## src/rtl/multicycle_ctrl.sv

```systemverilog
// Multi-cycle FETCH/DECODE/EXECUTE/WRITEBACK sequencer for a single-ALU RV32I datapath (addi, add).
// Define MULTICYCLE_CTRL_BNE_EN to also decode bne; otherwise bne is illegal and eq is ignored.
module multicycle_ctrl #(
  parameter int                   DATA_WIDTH     = 32,
  parameter int                   ADDRESS_WIDTH  = 5,
  parameter int                   ALU_INST_WIDTH = 1,
  parameter int                   PC_WIDTH       = 32,
  parameter logic [PC_WIDTH-1:0]  RESET_PC       = '0
) (
  input  logic                      clk,
  input  logic                      rst_n,
  output logic [PC_WIDTH-1:0]       pc,
  input  logic                      instr_valid,
  output logic                      instr_ready,
  input  logic [31:0]               instr,
  output logic [ADDRESS_WIDTH-1:0]  rs1,
  output logic [ADDRESS_WIDTH-1:0]  rs2,
  output logic [ADDRESS_WIDTH-1:0]  rd,
  output logic [DATA_WIDTH-1:0]     ImmOp,
  output logic                      ALUsrc,
  output logic [ALU_INST_WIDTH-1:0] ALUctrl,
  output logic                      RegWrite,
  input  logic                      eq,
  output logic                      busy,
  output logic                      illegal
);

  typedef enum logic [1:0] {S_FETCH, S_DECODE, S_EXECUTE, S_WRITEBACK} state_e;
  typedef enum logic [1:0] {OP_NONE, OP_ADDI, OP_ADD, OP_BNE} op_e;

  localparam logic [6:0] OPC_OP_IMM = 7'b0010011;
  localparam logic [6:0] OPC_OP     = 7'b0110011;
  localparam logic [6:0] OPC_BRANCH = 7'b1100011;

  state_e                    state_q, state_d;
  op_e                       op_q, op_d;
  logic [PC_WIDTH-1:0]       pc_q, pc_d;
  logic [31:0]               ir_q, ir_d;
  logic [ADDRESS_WIDTH-1:0]  rs1_q, rs1_d, rs2_q, rs2_d, rd_q, rd_d;
  logic [DATA_WIDTH-1:0]     imm_q, imm_d;
  logic                      alusrc_q, alusrc_d;
  logic                      taken_q, taken_d;

  op_e                       dec_op;
  logic [DATA_WIDTH-1:0]     imm_i, imm_b;
  logic [PC_WIDTH-1:0]       pc_plus4;

  assign imm_i    = {{(DATA_WIDTH-12){ir_q[31]}}, ir_q[31:20]};
  assign imm_b    = {{(DATA_WIDTH-13){ir_q[31]}}, ir_q[31], ir_q[7], ir_q[30:25], ir_q[11:8], 1'b0};
  assign pc_plus4 = pc_q + PC_WIDTH'(4);

  // Instruction classification from the latched word; anything unmatched is illegal.
  always_comb begin
    dec_op = OP_NONE;
    if (ir_q[6:0] == OPC_OP_IMM && ir_q[14:12] == 3'b000)
      dec_op = OP_ADDI;
    else if (ir_q[6:0] == OPC_OP && ir_q[14:12] == 3'b000 && ir_q[31:25] == 7'b0000000)
      dec_op = OP_ADD;
`ifdef MULTICYCLE_CTRL_BNE_EN
    else if (ir_q[6:0] == OPC_BRANCH && ir_q[14:12] == 3'b001)
      dec_op = OP_BNE;
`endif
  end

  // NOTE: every signal assigned here gets a default first, so no path can infer a latch.
  always_comb begin
    state_d  = state_q;
    op_d     = op_q;
    pc_d     = pc_q;
    ir_d     = ir_q;
    rs1_d    = rs1_q;
    rs2_d    = rs2_q;
    rd_d     = rd_q;
    imm_d    = imm_q;
    alusrc_d = alusrc_q;
    taken_d  = taken_q;
    unique case (state_q)
      S_FETCH: begin
        if (instr_valid) begin
          ir_d    = instr;
          state_d = S_DECODE;
        end
      end
      S_DECODE: begin
        rs1_d    = ADDRESS_WIDTH'(ir_q[19:15]);
        rs2_d    = ADDRESS_WIDTH'(ir_q[24:20]);
        rd_d     = ADDRESS_WIDTH'(ir_q[11:7]);
        op_d     = dec_op;
        imm_d    = '0;
        alusrc_d = 1'b0;
        taken_d  = 1'b0;
        unique case (dec_op)
          OP_ADDI: begin
            imm_d    = imm_i;
            alusrc_d = 1'b1;
          end
          OP_BNE:  imm_d = imm_b;
          default: ;
        endcase
        if (dec_op == OP_NONE) begin
          pc_d    = pc_plus4;
          state_d = S_FETCH;
        end else begin
          state_d = S_EXECUTE;
        end
      end
      S_EXECUTE: begin
`ifdef MULTICYCLE_CTRL_BNE_EN
        taken_d = (op_q == OP_BNE) && !eq;
`endif
        state_d = S_WRITEBACK;
      end
      S_WRITEBACK: begin
`ifdef MULTICYCLE_CTRL_BNE_EN
        // The offset is sign-extended (or truncated) to the PC width before the add.
        pc_d = taken_q ? pc_q + PC_WIDTH'($signed(imm_q)) : pc_plus4;
`else
        pc_d = pc_plus4;
`endif
        state_d = S_FETCH;
      end
      default: state_d = S_FETCH;
    endcase
  end

  // NOTE: sequential state uses non-blocking assignments so all flops update together at the edge.
  always_ff @(posedge clk or negedge rst_n) begin
    if (!rst_n) begin
      state_q  <= S_FETCH;
      op_q     <= OP_NONE;
      pc_q     <= RESET_PC;
      ir_q     <= '0;
      rs1_q    <= '0;
      rs2_q    <= '0;
      rd_q     <= '0;
      imm_q    <= '0;
      alusrc_q <= 1'b0;
      taken_q  <= 1'b0;
    end else begin
      state_q  <= state_d;
      op_q     <= op_d;
      pc_q     <= pc_d;
      ir_q     <= ir_d;
      rs1_q    <= rs1_d;
      rs2_q    <= rs2_d;
      rd_q     <= rd_d;
      imm_q    <= imm_d;
      alusrc_q <= alusrc_d;
      taken_q  <= taken_d;
    end
  end

`ifndef MULTICYCLE_CTRL_BNE_EN
  logic unused_eq;
  assign unused_eq = eq;
`endif

  assign pc          = pc_q;
  assign instr_ready = (state_q == S_FETCH);
  assign busy        = (state_q != S_FETCH);
  assign illegal     = (state_q == S_DECODE) && (dec_op == OP_NONE);
  assign RegWrite    = (state_q == S_WRITEBACK) && (op_q == OP_ADDI || op_q == OP_ADD) && (rd_q != '0);
  assign rs1         = rs1_q;
  assign rs2         = rs2_q;
  assign rd          = rd_q;
  assign ImmOp       = imm_q;
  assign ALUsrc      = alusrc_q;
  assign ALUctrl     = '0;

endmodule

```

## config.mk

```make
export PLATFORM = sky130hd
export DESIGN_NAME = multicycle_ctrl
export DESIGN_NICKNAME = d
export VERILOG_FILES = /design/src/rtl/multicycle_ctrl.sv
export SDC_FILE = /design/constraint.sdc
export NUM_CORES = 1
export LEC_CHECK = 0
export BUFFER_PORTS_ARGS = -buffer_cell sky130_fd_sc_hd__buf_2
export CAP_MARGIN = 0
export CORE_MARGIN = 10
export CORE_UTILIZATION = 48
export CTS_BUF_LIST = sky130_fd_sc_hd__clkbuf_2
export DETAILED_ROUTE_END_ITERATION = 10
export PLACE_DENSITY = 0.8
export SLEW_MARGIN = 10
export SYNTH_ARGS = -nofsm -noshare
export SYNTH_HDL_FRONTEND = slang
export SYNTH_SLANG_ARGS = --single-unit
export TNS_END_PERCENT = 100
```

## constraint.sdc

```tcl
create_clock -name clk -period 2.6 [get_ports clk]
set_clock_uncertainty 0.2 [all_clocks]
set_input_delay 0.13 -clock clk [delete_from_list [all_inputs] [get_ports clk]]
set_output_delay 0.13 -clock clk [all_outputs]
set_load 0.02 [all_outputs]
```

; ---- Word level (Yosys, flattened, before mapping)
; Cells that the tools add are included.
[word_totals]
wordCells = 46
input_bits = 36
reg_bits = 116
[classes]
add_sub_neg = 1
n_reduce_logical = 16
n_eq_ne = 11
mux = 9
[op_table]
columns = op, count
row1 = $pmux W32 S2, 2
row2 = $add A32 B3 Y32 const B, 1
row3 = $mux W32, 1
row4 = $eq A2 B2 Y1 const B, 4
row5 = $mux W2, 4
row6 = $pmux W2 S4, 1
row7 = $eq A7 B5 Y1 const B, 1
row8 = $eq A7 B6 Y1 const B, 1
row9 = $logic_not A7 Y1, 1
row10 = $eq A2 B1 Y1 const B, 3
row11 = $logic_and A1 B1 Y1, 6
row12 = $reduce_bool A5 Y1, 1
row13 = $logic_not A2 Y1, 2
row14 = $ne A2 B2 Y1 const B, 2
row15 = $reduce_and A2 Y1, 2
row16 = $reduce_bool A2 Y1, 2
row17 = $logic_not A3 Y1, 1
row18 = $logic_or A1 B1 Y1, 1
row19 = $mux W1, 1

; ---- Logic depth before layout (Yosys ltp)
[logic_depth]
depth_word = 8
depth_mapped = 8
ltp_nobuf = 5

; ---- Worst setup path before layout
; Ideal clock, no wire load.
[synth_timing]
kind = reg2reg
from = register ir_q[27]
to = register pc_q[3] (netlist: pc[3])
n_path_buf = 0
slack_ns = 0.448
t_required_ns = 2.275
arrival_time_ns = 1.827
path_stages_with_launch = 5
setup_time_ns = 0.125
cell_sequence = dfrtp_1 -> or4_4 -> o41a_1 -> o21ai_2 -> mux2_2
[synth_via]
elab_chain_cells = 7
[synth_lines]
columns = item, line
row1 = "start, declared", 38  ; logic [31:0] ir_q, ir_d;
row2 = "start signal, assigned", 143  ; ir_q <= ir_d;
row3 = $logic_not A7 Y1, 57  ; else if (ir_q[6:0] == OPC_OP && ir_q[14:12] == 3'b000 && ir_q[31:25] == 7'b0000000)
row4 = $logic_and A1 B1 Y1, 57
row5 = $mux W2, 57
row6 = $mux W2, 55  ; if (ir_q[6:0] == OPC_OP_IMM && ir_q[14:12] == 3'b000)
row7 = $logic_not A2 Y1, 100  ; if (dec_op == OP_NONE) begin
row8 = $ne A2 B2 Y1 (no source line), --
row9 = $reduce_and A2 Y1 (no source line), --
row10 = "end signal, assigned", 142  ; pc_q <= pc_d;
row11 = "end, declared", 37  ; logic [PC_WIDTH-1:0] pc_q, pc_d;
; No other way between the ends.
; A chain may end at the register's enable or synchronous reset.

; ---- Worst setup path after layout
[layout_timing]
from = register ir_q[27]
to = output illegal
[layout_via]
elab_chain_cells = 6
[layout_lines]
columns = item, line
row1 = $logic_not A7 Y1, 57
row2 = $logic_and A1 B1 Y1, 57
row3 = $mux W2, 57
row4 = $mux W2, 55
row5 = $logic_not A2 Y1, 161  ; assign illegal = (state_q == S_DECODE) && (dec_op == OP_NONE);
row6 = $logic_and A1 B1 Y1, 161
row7 = "end, declared", 25  ; output logic illegal
; No other way between the ends.

==> flow_summary.json <==
{
  "gp_routability_congestion": 0.727,
  "postSynthRegisterBits": 94,
  "tightest_slew_ps": 560,
  "yosys.area_share.xor_xnor_pct": 6.22,
  "hold_viol": 0,
  "floorplan.die.width_um": 114,
  "grt_setup_unrepaired": "true",
  "final_layout_size_suffix_gt1_share_pct": 42.7,
  "crit_top_cell": "sky130_fd_sc_hd__nor2_1",
  "clock.fmax_mhz": 394,
  "timing_max_transition_violations_final": 0,
  "layout_common_cells": "sky130_fd_sc_hd__buf_2 (114), sky130_fd_sc_hd__dfrtp_1 (94), sky130_fd_sc_hd__mux2_2 (47)",
  "via_count": 3072,
  "post_place_worst_slack_ps": 273,
  "cp_slowest_cell": "sky130_fd_sc_hd__or4_4",
  "die_y_um": 114,
  "slew_headroom_pct": 61.7,
  "crit_buf_inv": 1,
  "synthesized_area_fraction_occupied_by_and_or_nand_nor_cells_pct": 7.90,
  "place.detailed.hpwl_um": 7250,
  "design.die.area_um2": 13000,
  "starting_utilization_of_the_core_area_pct": 48.9,
  "clock_tree_from_tritoncts": "built",
  "design.final.nets": 497,
  "finalWirelength_um": 10300,
  "drtAntennaViolNets": 0,
  "via_per_inst": 5.36,
  "reg2regPathDepth": 6,
  "startpoint_class_of_the_critical_path": "flop",
  "hold_slack_ps": 107,
  "fin_crit_sh_pct": 97.7,
  "firstDrtPassIters": 4,
  "wire_length_of_the_first_global_routing_pass_um": 16800,
  "multiplexer_fraction_of_the_synthesized_cell_area_pct": 12.8,
  "max_stage_delay_ps": 490,
  "cp.depth": 5,
  "detail_route.wl_per_cell_um": 18.1,
  "synth_top_family_by_area": "multiplexers",
  "h_tree_levels": 3,
  "synth_compound_area_share_pct": 10.3,
  "critical_path.top_delay_family": "simple AND/OR/NAND/NOR gates",
  "layout-area-overhead-vs-synth_pct": 25.3,
  "grt_use_total_pct": 16.0,
  "crit_fanout": 3,
  "worst-setup-path-type": "reg2out",
  "worst-endpoint-required_ps": 2270,
  "synth_enable_flop_cells": 0,
  "via_count_of_the_first_global_routing_pass": 3240,
  "whs_path_depth": 3,
  "hold_path_class": "in2reg",
  "grt_overflow": 0,
  "path_clk_slew_ps": 260,
  "setup_viol_count_final": 0,
  "post_synth_fa_ha_maj_area_fraction_pct": 0.296,
  "p_total_w": 0.00322,
  "num_io_pins": 121,
  "p_leak_nw": 2.64,
  "grt_start_max_net_pins": 55,
  "row_count": 34,
  "synthFlopType": "sky130_fd_sc_hd__dfrtp_1",
  "worst_ir_drop_vdd_mv": 0.390,
  "cts_made_buffers": 9,
  "synth_cell_types": 42,
  "deepest_clock_path_buffer_count": 2,
  "proportion_of_synthesized_chip_area_in_sequential_cells_pct": 55.7,
  "async_flop_share_pct": 100,
  "drv.max_cap_violation_count": 0,
  "final_common_cell": "sky130_fd_sc_hd__buf_2",
  "cells_after_synthesis": 323,
  "crit_path_cell_trace": "or4_4, o41a_1, nor2_1, nor2_1, buf_4",
  "cts.sinks": 94,
  "critical_path_arrival_ps": 2210,
  "syn-mean-instance-area_um2": 13.1,
  "run_status": "finished clean",
  "cts_root_buffer": "sky130_fd_sc_hd__clkbuf_2",
  "period_needed_ps": 2540,
  "insertion_delay_ps": 570,
  "drt_iter0_drc": 92,
  "portBuffers": 116,
  "yosys_warning_total": 0,
  "ratio_of_total_power_to_cell_area_nw_per_um2": 609,
  "utilization_of_the_core_after_routing_pct": 61.3,
  "crit_path_end_kind": "output pin",
  "timing.final.ws_setup_ps": 59.0,
  "syn_area_um2": 4230,
  "placeableCoreArea_um2": 8640,
  "route.detailed.drc": 0,
  "number_of_antenna_violations_at_the_first_check_in_global_routing": 1
}
[cell usage after synthesis (7+ instances only)]
master | instances | area [um^2]
sky130_fd_sc_hd__buf_2 | 7 | 35.0
sky130_fd_sc_hd__mux2_2 | 47 | 529
sky130_fd_sc_hd__buf_4 | 22 | 165
sky130_fd_sc_hd__xnor2_1 | 10 | 87.6
sky130_fd_sc_hd__xor2_1 | 20 | 175
sky130_fd_sc_hd__a2111oi_0 | 18 | 158
sky130_fd_sc_hd__a22o_1 | 13 | 114
sky130_fd_sc_hd__nand2_1 | 11 | 41.3
sky130_fd_sc_hd__nand3_1 | 9 | 45.0
sky130_fd_sc_hd__dfrtp_1 | 94 | 2350
sky130_fd_sc_hd__nand4_1 | 9 | 56.3
[cell families (layout without fill, tap and decap cells)]
group,Yosys count,count (layout)
DFF,94,94
and+or+nand+nor,55,55
AOI/OAI and AO/OA,48,48
muxes,48,48
buffers and inverters,46,185
xor gates and xnor gates,30,30
adders and majority gates,1,1
other,1,4
[per-stage QoR]
step | cells | TNS (ps) | cell area (um^2)
finish | 573 | 0 | 5290
global route | 573 | -87.4 | 5290
CTS | 571 | -36.4 | 5280
detailed placement | 517 | 0 | 4780
global placement | 517 | 0 | 4780
floorplan | 325 | 0 | 4230
[state kept, by name (all words and copies together), names as in the netlist, named ones only]
signal	flops
ALUsrc	1
ImmOp	13
ir_q	32
op_q	1
pc	30
rd	5
rs1	5
rs2	5
state_q	1
[final timing paths]
| check | slack, ps | end | startpoint |
|---|---|---|---|
| setup / recovery | 60 | illegal | ir_q[27]$_DFFE_PN0P_ |
| setup reg to reg | 150 | pc[3]$_DFFE_PN0P_ | ir_q[27]$_DFFE_PN0P_ |
| max in group asynchronous | 1530 | ir_q[3]$_DFFE_PN0P_ | rst_n |
| hold / removal | 110 | ir_q[31]$_DFFE_PN0P_ | instr[31] |
| min in group asynchronous | 380 | pc[25]$_DFFE_PN0P_ | rst_n |
| hold reg to reg | 280 | pc[31]$_DFFE_PN0P_ | pc[31]$_DFFE_PN0P_ |
[area by class of cell]
cell class	count	area, um^2
repair buffers	164	1070
clock inverters	5	60.1
diodes	1	2.50
flip-flops and latches	94	2350
clock buffers	10	50.0
fillers	724	3340
inverters	6	22.5
multi-input cells	185	1600
well taps	108	135
[worst min-delay path, cell delays in order]
cell	delay [ps]
sky130_fd_sc_hd__dlygate4sd3_1	520
sky130_fd_sc_hd__buf_2	100
sky130_fd_sc_hd__mux2_2	130
[metal layers]
metal  wire, um  GRT usage [%]  vias to the layer above
li1           -              -                     1441
met2       5350           26.8                       71
met3        586           4.41                       17
met5          0              0                        -
met4        232           7.02                        0
met1       4180           18.7                     1543
[where the power goes]
group          internal (W)  switching [W]  total (W)  leakage, nW
combinational      0.000333       0.000377   0.000710         1.38
clock              0.000224       0.000492   0.000716       0.0684
sequential          0.00164       0.000157    0.00180         1.20
[what timing repair did]
| item | 4_1_cts | 5_1_grt |
|---|---|---|
| pin swaps | 2 | 1 |
| buffers inserted | 3 | 1 |
| hold endpoints to repair | 127 | 0 |
| setup endpoints to repair | 1 | 1 |
| hold buffers | 36 | 0 |
| gates resized for setup | 1 | 0 |
Power figures use the tool's default switching activity.
